<file path="src/rtl/req_pending_sched.sv">
// Pending-request scheduler: latches request pulses into a sticky vector and offers the
// highest pending index downstream through a registered valid/ready output stage.
module req_pending_sched #(
   parameter int unsigned WIDTH = 64,
   parameter int unsigned DCW   = 8,
   localparam int unsigned IDXW = $clog2(WIDTH)
) (
   input  logic             clk,
   input  logic             rst,
   input  logic [WIDTH-1:0] set_in,
   input  logic             flush,
   output logic [IDXW-1:0]  out_idx,
   output logic             out_valid,
   input  logic             out_ready,
   output logic             pend_any,
   output logic [DCW-1:0]   drop_cnt
);

   typedef enum logic {StIdle, StHold} state_e;

   state_e           state_q, state_d;
   logic [WIDTH-1:0] pend_q, pend_d;
   logic [IDXW-1:0]  out_idx_q, out_idx_d;
   logic [DCW-1:0]   drop_cnt_q, drop_cnt_d;

   logic [IDXW-1:0]  win_idx;
   logic [WIDTH-1:0] win_mask;
   logic             win_valid;
   logic             load;
   logic [WIDTH-1:0] load_mask;
   logic             drop_hit;

   // Ascending scan so the last hit, i.e. the highest set bit, wins.
   always_comb begin
      win_idx  = '0;
      win_mask = '0;
      for (int unsigned i = 0; i < WIDTH; i++) begin
         if (pend_q[i]) begin
            win_idx  = IDXW'(i);
            win_mask = WIDTH'(1) << i;
         end
      end
   end

   assign win_valid = |pend_q;

   always_comb begin
      state_d    = state_q;
      load       = 1'b0;
      unique case (state_q)
         StIdle: begin
            if (win_valid) begin
               load    = 1'b1;
               state_d = StHold;
            end
         end
         StHold: begin
            if (out_ready) begin
               if (win_valid) begin
                  load = 1'b1;
               end else begin
                  state_d = StIdle;
               end
            end
         end
         default: state_d = StIdle;
      endcase

      load_mask = load ? win_mask : '0;
      // A set on the bit being loaded is a fresh request, not a collision.
      drop_hit  = |(set_in & pend_q & ~load_mask);
      pend_d    = (pend_q & ~load_mask) | set_in;
      out_idx_d = load ? win_idx : out_idx_q;

      drop_cnt_d = drop_cnt_q;
      if (drop_hit && (drop_cnt_q != '1)) begin
         drop_cnt_d = drop_cnt_q + DCW'(1);
      end

      if (flush) begin
         pend_d     = '0;
         state_d    = StIdle;
         drop_cnt_d = drop_cnt_q;
      end
   end

   always_ff @(posedge clk) begin
      if (rst) begin
         state_q    <= StIdle;
         pend_q     <= '0;
         out_idx_q  <= '0;
         drop_cnt_q <= '0;
      end else begin
         state_q    <= state_d;
         pend_q     <= pend_d;
         out_idx_q  <= out_idx_d;
         drop_cnt_q <= drop_cnt_d;
      end
   end

   assign out_idx   = out_idx_q;
   assign out_valid = (state_q == StHold);
   assign pend_any  = |pend_q;
   assign drop_cnt  = drop_cnt_q;

endmodule

</file>
<file path="config.mk">
export PLATFORM = sky130hd
export DESIGN_NAME = req_pending_sched
export DESIGN_NICKNAME = d
export VERILOG_FILES = /design/src/rtl/req_pending_sched.sv
export SDC_FILE = /design/constraint.sdc
export NUM_CORES = 1
export LEC_CHECK = 0
export BUFFER_PORTS_ARGS = -buffer_cell sky130_fd_sc_hd__buf_2
export CAP_MARGIN = 10
export CORE_UTILIZATION = 30
export CTS_CLUSTER_SIZE = 30
export DETAILED_ROUTE_END_ITERATION = 10
export GPL_TIMING_DRIVEN = 0
export SYNTH_ARGS = -nofsm -noshare
export SYNTH_HDL_FRONTEND = slang
export SYNTH_SLANG_ARGS = --single-unit
</file>
<file path="constraint.sdc">
create_clock -name clk -period 4.5 [get_ports clk]
set_clock_uncertainty 0.1 [all_clocks]
set_input_delay 0 -clock clk [delete_from_list [all_inputs] [get_ports clk]]
set_output_delay 0 -clock clk [all_outputs]
set_load 0.01 [all_outputs]
</file>
# Yosys cells after proc, flatten, opt, wreduce, memory -nomap -nowiden
# Index checks and enable logic that the tools add are counted.
# word_totals
register_bits,79
latch_bits,0
ram_bits,0
rom_bits,0
inputBits,68
output_inout_bits,16
wordCells,151
n_memories,0
# classes
add_sub_neg,1
n_mul,0
div,0
n_lt_le_gt_ge,0
eq_ne,1
shifts,0
n_mux,133
bitwise,7
reduce_logical,5
# op_table
cell,count
two-way mux 64 bit,63
two-way mux 6 bit,62
AND 64 bit,3
OR reduction 64 bit,2
inverter 64 bit,1
bitwise OR 64 bit,1
adder 8 x 1 -> 8 bit (second input constant),1
inequality test 8 bit (second input constant),1
two-way mux 1 bit,5
case mux 1 bit (2 select lines),2
two-way mux 2 bit,1
inverter 1 bit,2
AND reduction 2 bit,1
OR reduction 2 bit,1
logical AND 1 bit,1

# Depth between registers and ports, before layout
# logic_depth
ltp_word,70
ltp_mapped,15
mapped_depth_nobuf,10

# Least setup slack after synthesis
# No wires, ideal clock.
# synth_path
kind,flip-flop to flip-flop
startpoint,register pend_q[57]
endpoint,"register drop_cnt_q[5], in the netlist drop_cnt[5]"
setup_ns,0.123
arrival_ns,3.869
t_required_ns,4.277
setup_slack_ns,0.408
path_stages_with_launch,14
path_buffers,3
cell_sequence,dfxtp_1 buf_6 or4_4 or4_4 buf_6 nor4_4 a21oi_2 a2111oi_2 nand4_1 or4_4 o31a_1 buf_6 nand4_1 mux2_1
# synth_via
elab_chain_len,13
# synth_rtl
element,line_no,rtl
from (decl),22,"logic [WIDTH-1:0] pend_q, pend_d;"
from (signal assigned),95,pend_q <= pend_d;
two-way mux 64 bit (7 in series),38,if (pend_q[i]) begin
two-way mux 64 bit,69,load_mask = load ? win_mask : '0;
inverter 64 bit,71,drop_hit = |(set_in & pend_q & ~load_mask);
AND 64 bit *,71,
OR reduction 64 bit *,71,
logical AND 1 bit *,76,if (drop_hit && (drop_cnt_q != '1)) begin
AND reduction 2 bit (no line) *,--,
to (signal assigned),97,drop_cnt_q <= drop_cnt_d;
to (decl),24,"logic [DCW-1:0] drop_cnt_q, drop_cnt_d;"
# Mark *: on every way between the ends. The rest lies on a longest branch, timed or not.
# A chain may end at the register's enable or synchronous reset.

# Worst setup path after layout
# layout_path
startpoint,register pend_q[49]
endpoint,"register drop_cnt_q[5], in the netlist drop_cnt[5]"
# layout_via
elab_chain_len,21
# layout_rtl
element,line_no
two-way mux 64 bit (15 in series),38
two-way mux 64 bit,69
inverter 64 bit,71
AND 64 bit *,71
OR reduction 64 bit *,71
logical AND 1 bit *,76
AND reduction 2 bit (no line) *,--
# Marks and branches as above.

==> results.toml <==
[outcome]
status = "complete, no violations"

[die]
die_h_um = 126
die_w_um = 126
die_area_mm2 = 0.0160
start_util_pct = 30.6
core_area_mm2 = 0.0151
io_pins = 84
std_cell_rows = 45

[power_and_ir_drop]
swShare_pct = 29.2
clkPwrFrac_pct = 39.7
seq_power_share_pct = 38.8
p_comb_share_pct = 21.5
ir_drop_mv = 0.217
power_density_mw_per_mm2 = 312
internal_power_uw = 1420
p_switching_uw = 588
p_leak_uw = 0.00258
finalPower_uw = 2010

[layout]
drive_gt1_share_pct = 18.7
syn_to_final_growth_pct = 38.9
final_area_mm2 = 0.00645
final-instance-count-excl-fill = 1002
nets = 878
utilization_pct = 42.6
diodes = 0

[logic_synthesis]
synth_compound_gate_area_share_pct = 26.8
synthAdderAreaFrac_pct = 0.270
ys_types = 64
synth_enable_flop_cells = 0
postSynthAreaPerCell_um2 = 7.15
synth.area.top_cells = "dfxtp_1, nor2_1, a21oi_1, nand2_1, a31oi_1"
syn_nets = 718
synth_commonest_cells = "nor2_1, a21oi_1, dfxtp_1, nand2_1, inv_1"
synthFlopType = "dfxtp_1"
synthesis.area_mm2 = 0.00464
synth_top_family_by_area = "simple AND/OR/NAND/NOR gates"
yosysMostFrequentCell = "nor2_1"
synthMuxAreaShare_pct = 0.943
yosysTopAreaCellShare_pct = 34.1
synth_warnings = 0
syn_inst = 649
synth_largest_area_cell = "dfxtp_1"
synth-xor-area-share_pct = 0.189
synth_simple_gate_area_share_pct = 31.2
seq_area_frac_synth_pct = 34.1
ys_seq_elements = 79
async_flop_share_pct = 0

[setup_path]
crit_fanout = 10
crit_arrival_ns = 4.46
critPathTopFamily = "simple AND/OR/NAND/NOR gates"
r2r_setup_slack_ns = 0.17
cp.depth = 13
cp-end-kind = "flip-flop"
reg2regPathDepth = 13
crit_chain = "buf_2, or4_1, or4_4, buf_6, nor3_2, nand2_2, o311ai_1, o2111ai_1, or4_4, o31a_1, buf_6, nand4_1, mux2_1"
slowest_stage = "or4_1"
path_class = "flip-flop to flip-flop"
cp-start-kind = "flip-flop"
timing.rr.end = "drop_cnt[5]"
path_buf_inv = 3
timing.rr.start = "pend_q[49]"
crit_end = "drop_cnt[5]"
required_ns = 4.63
critPathLaunch = "pend_q[49]"
cp_slowest_stage_delay_ns = 0.58

[clocking]
cts-root-buf = "clkbuf_16"
cts_tree = "done"
cts.sink_count = 79
cts_buffer_depth = 2
cts.clk_slew.worst_paths_ns = 0.06
insertion_delay_ns = 0.35
h-tree-depth = 3
cts_buffers = 9

[placement]
port_buffers = 82
gp_congestion = 0.923
placed_cells = 919
dpl.hpwl_um = 12500
placed_area_mm2 = 0.00529

[worst_hold_path]
hold_class = "input pin to flip-flop"
worstHoldPathCells = 5

[global_routing]
overflow = 0
grt_usage_pct = 20.9
grt_pass1_wl_um = 25800
grt_use_met2_pct = 32.6
grt_max_degree = 14
met3_usage_pct = 2.57
grt_pass1_vias = 4886
busiest_layer = "met2"
antenna_found_initial = 0
gr-usage-met1_pct = 29.1

[timing]
finalSetupViolations = 0
worstMarginPinSlew_ns = 0.801
period_share_pct = 96.2
slew_violations = 0
rsz0062_at_grt = "false"
min_period_ns = 4.33
timing.fmax_ghz = 0.231
finalHoldViolCount = 0
fin_tns_setup_ns = 0
max_slew_margin_pct = 46.1

[route]
postRouteAntennaNets = 0
drt_iter0_markers = 502
dr.pass1.iters = 5
routed_wirelength_um = 16700
wl_per_cell_um = 16.6
num_vias = 5519
vias_per_cell = 5.51
drcViolationCount = 0

[run]
cap_violations = 0
==> area by class of cell <==
class	instances	area, um^2
repair buffers	152	1100
flip-flops and latches	79	1580
well taps	188	235
multi-input cells	500	2910
clock inverters	6	83.8
inverters	37	139
fillers	1612	8700
plain buffers	30	158
clock buffers	10	239
==> power groups by stage <==
stage          logic (uW)  registers, uW  clock network [uW]
6_report              432            779                 799
5_1_grt               471            785                 844
4_1_cts               413            778                 816
3_5_place_dp          361            793                   0
3_3_place_gp          360            792                   0
2_1_floorplan         232            786                   0
==> layer usage <==
metal  vias up  share of wire, %
met3        25               5.9
met1      2574                48
li1       2708                 -
met2       212                44
met5         -                 0
met4         0               2.8
==> how the worst min path moves through the flow <==
stage / from / endpoint / slack (ns)
after global routing: flush / drop_cnt[3] / 0.07
after detailed placement: set_in[14] / pend_q[14] / 0.13
final: flush / drop_cnt[3] / 0.02
after floorplan: set_in[11] / pend_q[11] / 0.02
after CTS: flush / drop_cnt[3] / 0.009
after global placement: set_in[5] / pend_q[5] / 0.12
==> tightest hold or removal path, stage by stage <==
cell and delay [ns]:
buf_2 0.09, a41oi_1 0.06, o31ai_2 0.10, or3_1 0.11, a21oi_1 0.05
==> repair_timing <==
item / in CTS / in global routing
buffers inserted: 1 / 4
endpoints found under the setup margin: 8 / 8
pin swaps: 1 / 7
resized for setup: 18 / 21
endpoints found under the hold margin: 66 / 0
hold buffers: 65 / 0
==> registers in the layout (all words and copies together) (netlist names) <==
| name | count |
|---|---|
| out_idx | 6 |
| pend_q | 64 |
| out_valid | 1 |
| drop_cnt | 8 |
==> stage by stage <==
step                      worst slack [ns]  hold slack [ns]
final                                0.169           0.0226
after global placement              -0.935            0.125
after detailed placement            -0.935            0.131
after floorplan                      0.408           0.0174
after global routing               0.00722           0.0675
after CTS                           0.0138          0.00900
==> cells by family (layout without fill, tap and decap cells) <==
family	count (synthesis)	count (layout)
AND/OR/NAND/NOR	295	295
flip-flops	79	79
adder cells (fa/ha/maj)	1	1
multiplexers	4	4
XOR/XNOR	1	1
buffers and inverters	70	235
AO/OA/AOI/OAI	199	199
==> layout by cell type (no fill, tap or decap), drive strengths merged, types with 2 or more instances in the layout <==
cell type / netlist / final
o21a: 2 / 2
nor2: 115 / 115
nand2: 52 / 52
a32oi: 3 / 3
o31a: 4 / 4
o31ai: 9 / 9
clkbuf: 24 / 30
clkinv: 0 / 4
or2: 4 / 4
dfxtp: 79 / 79
o21ai: 30 / 30
dlygate4sd3: 0 / 65
bufinv: 0 / 2
inv: 37 / 37
a41oi: 5 / 5
o211ai: 3 / 3
o211a: 2 / 2
mux2: 3 / 3
or3: 7 / 7
o21bai: 3 / 3
nand2b: 5 / 5
o22ai: 2 / 2
nor3: 22 / 22
and2: 5 / 5
nand4: 11 / 11
nor2b: 3 / 3
buf: 9 / 97
o2111ai: 3 / 3
a31o: 2 / 2
or4: 18 / 18
nor4: 26 / 26
nand4b: 2 / 2
a32o: 2 / 2
a21oi: 83 / 83
a31oi: 26 / 26
a211oi: 4 / 4
a2111oi: 6 / 6
o311ai: 2 / 2
nand3: 21 / 21
Power figures use the tool's default switching activity.
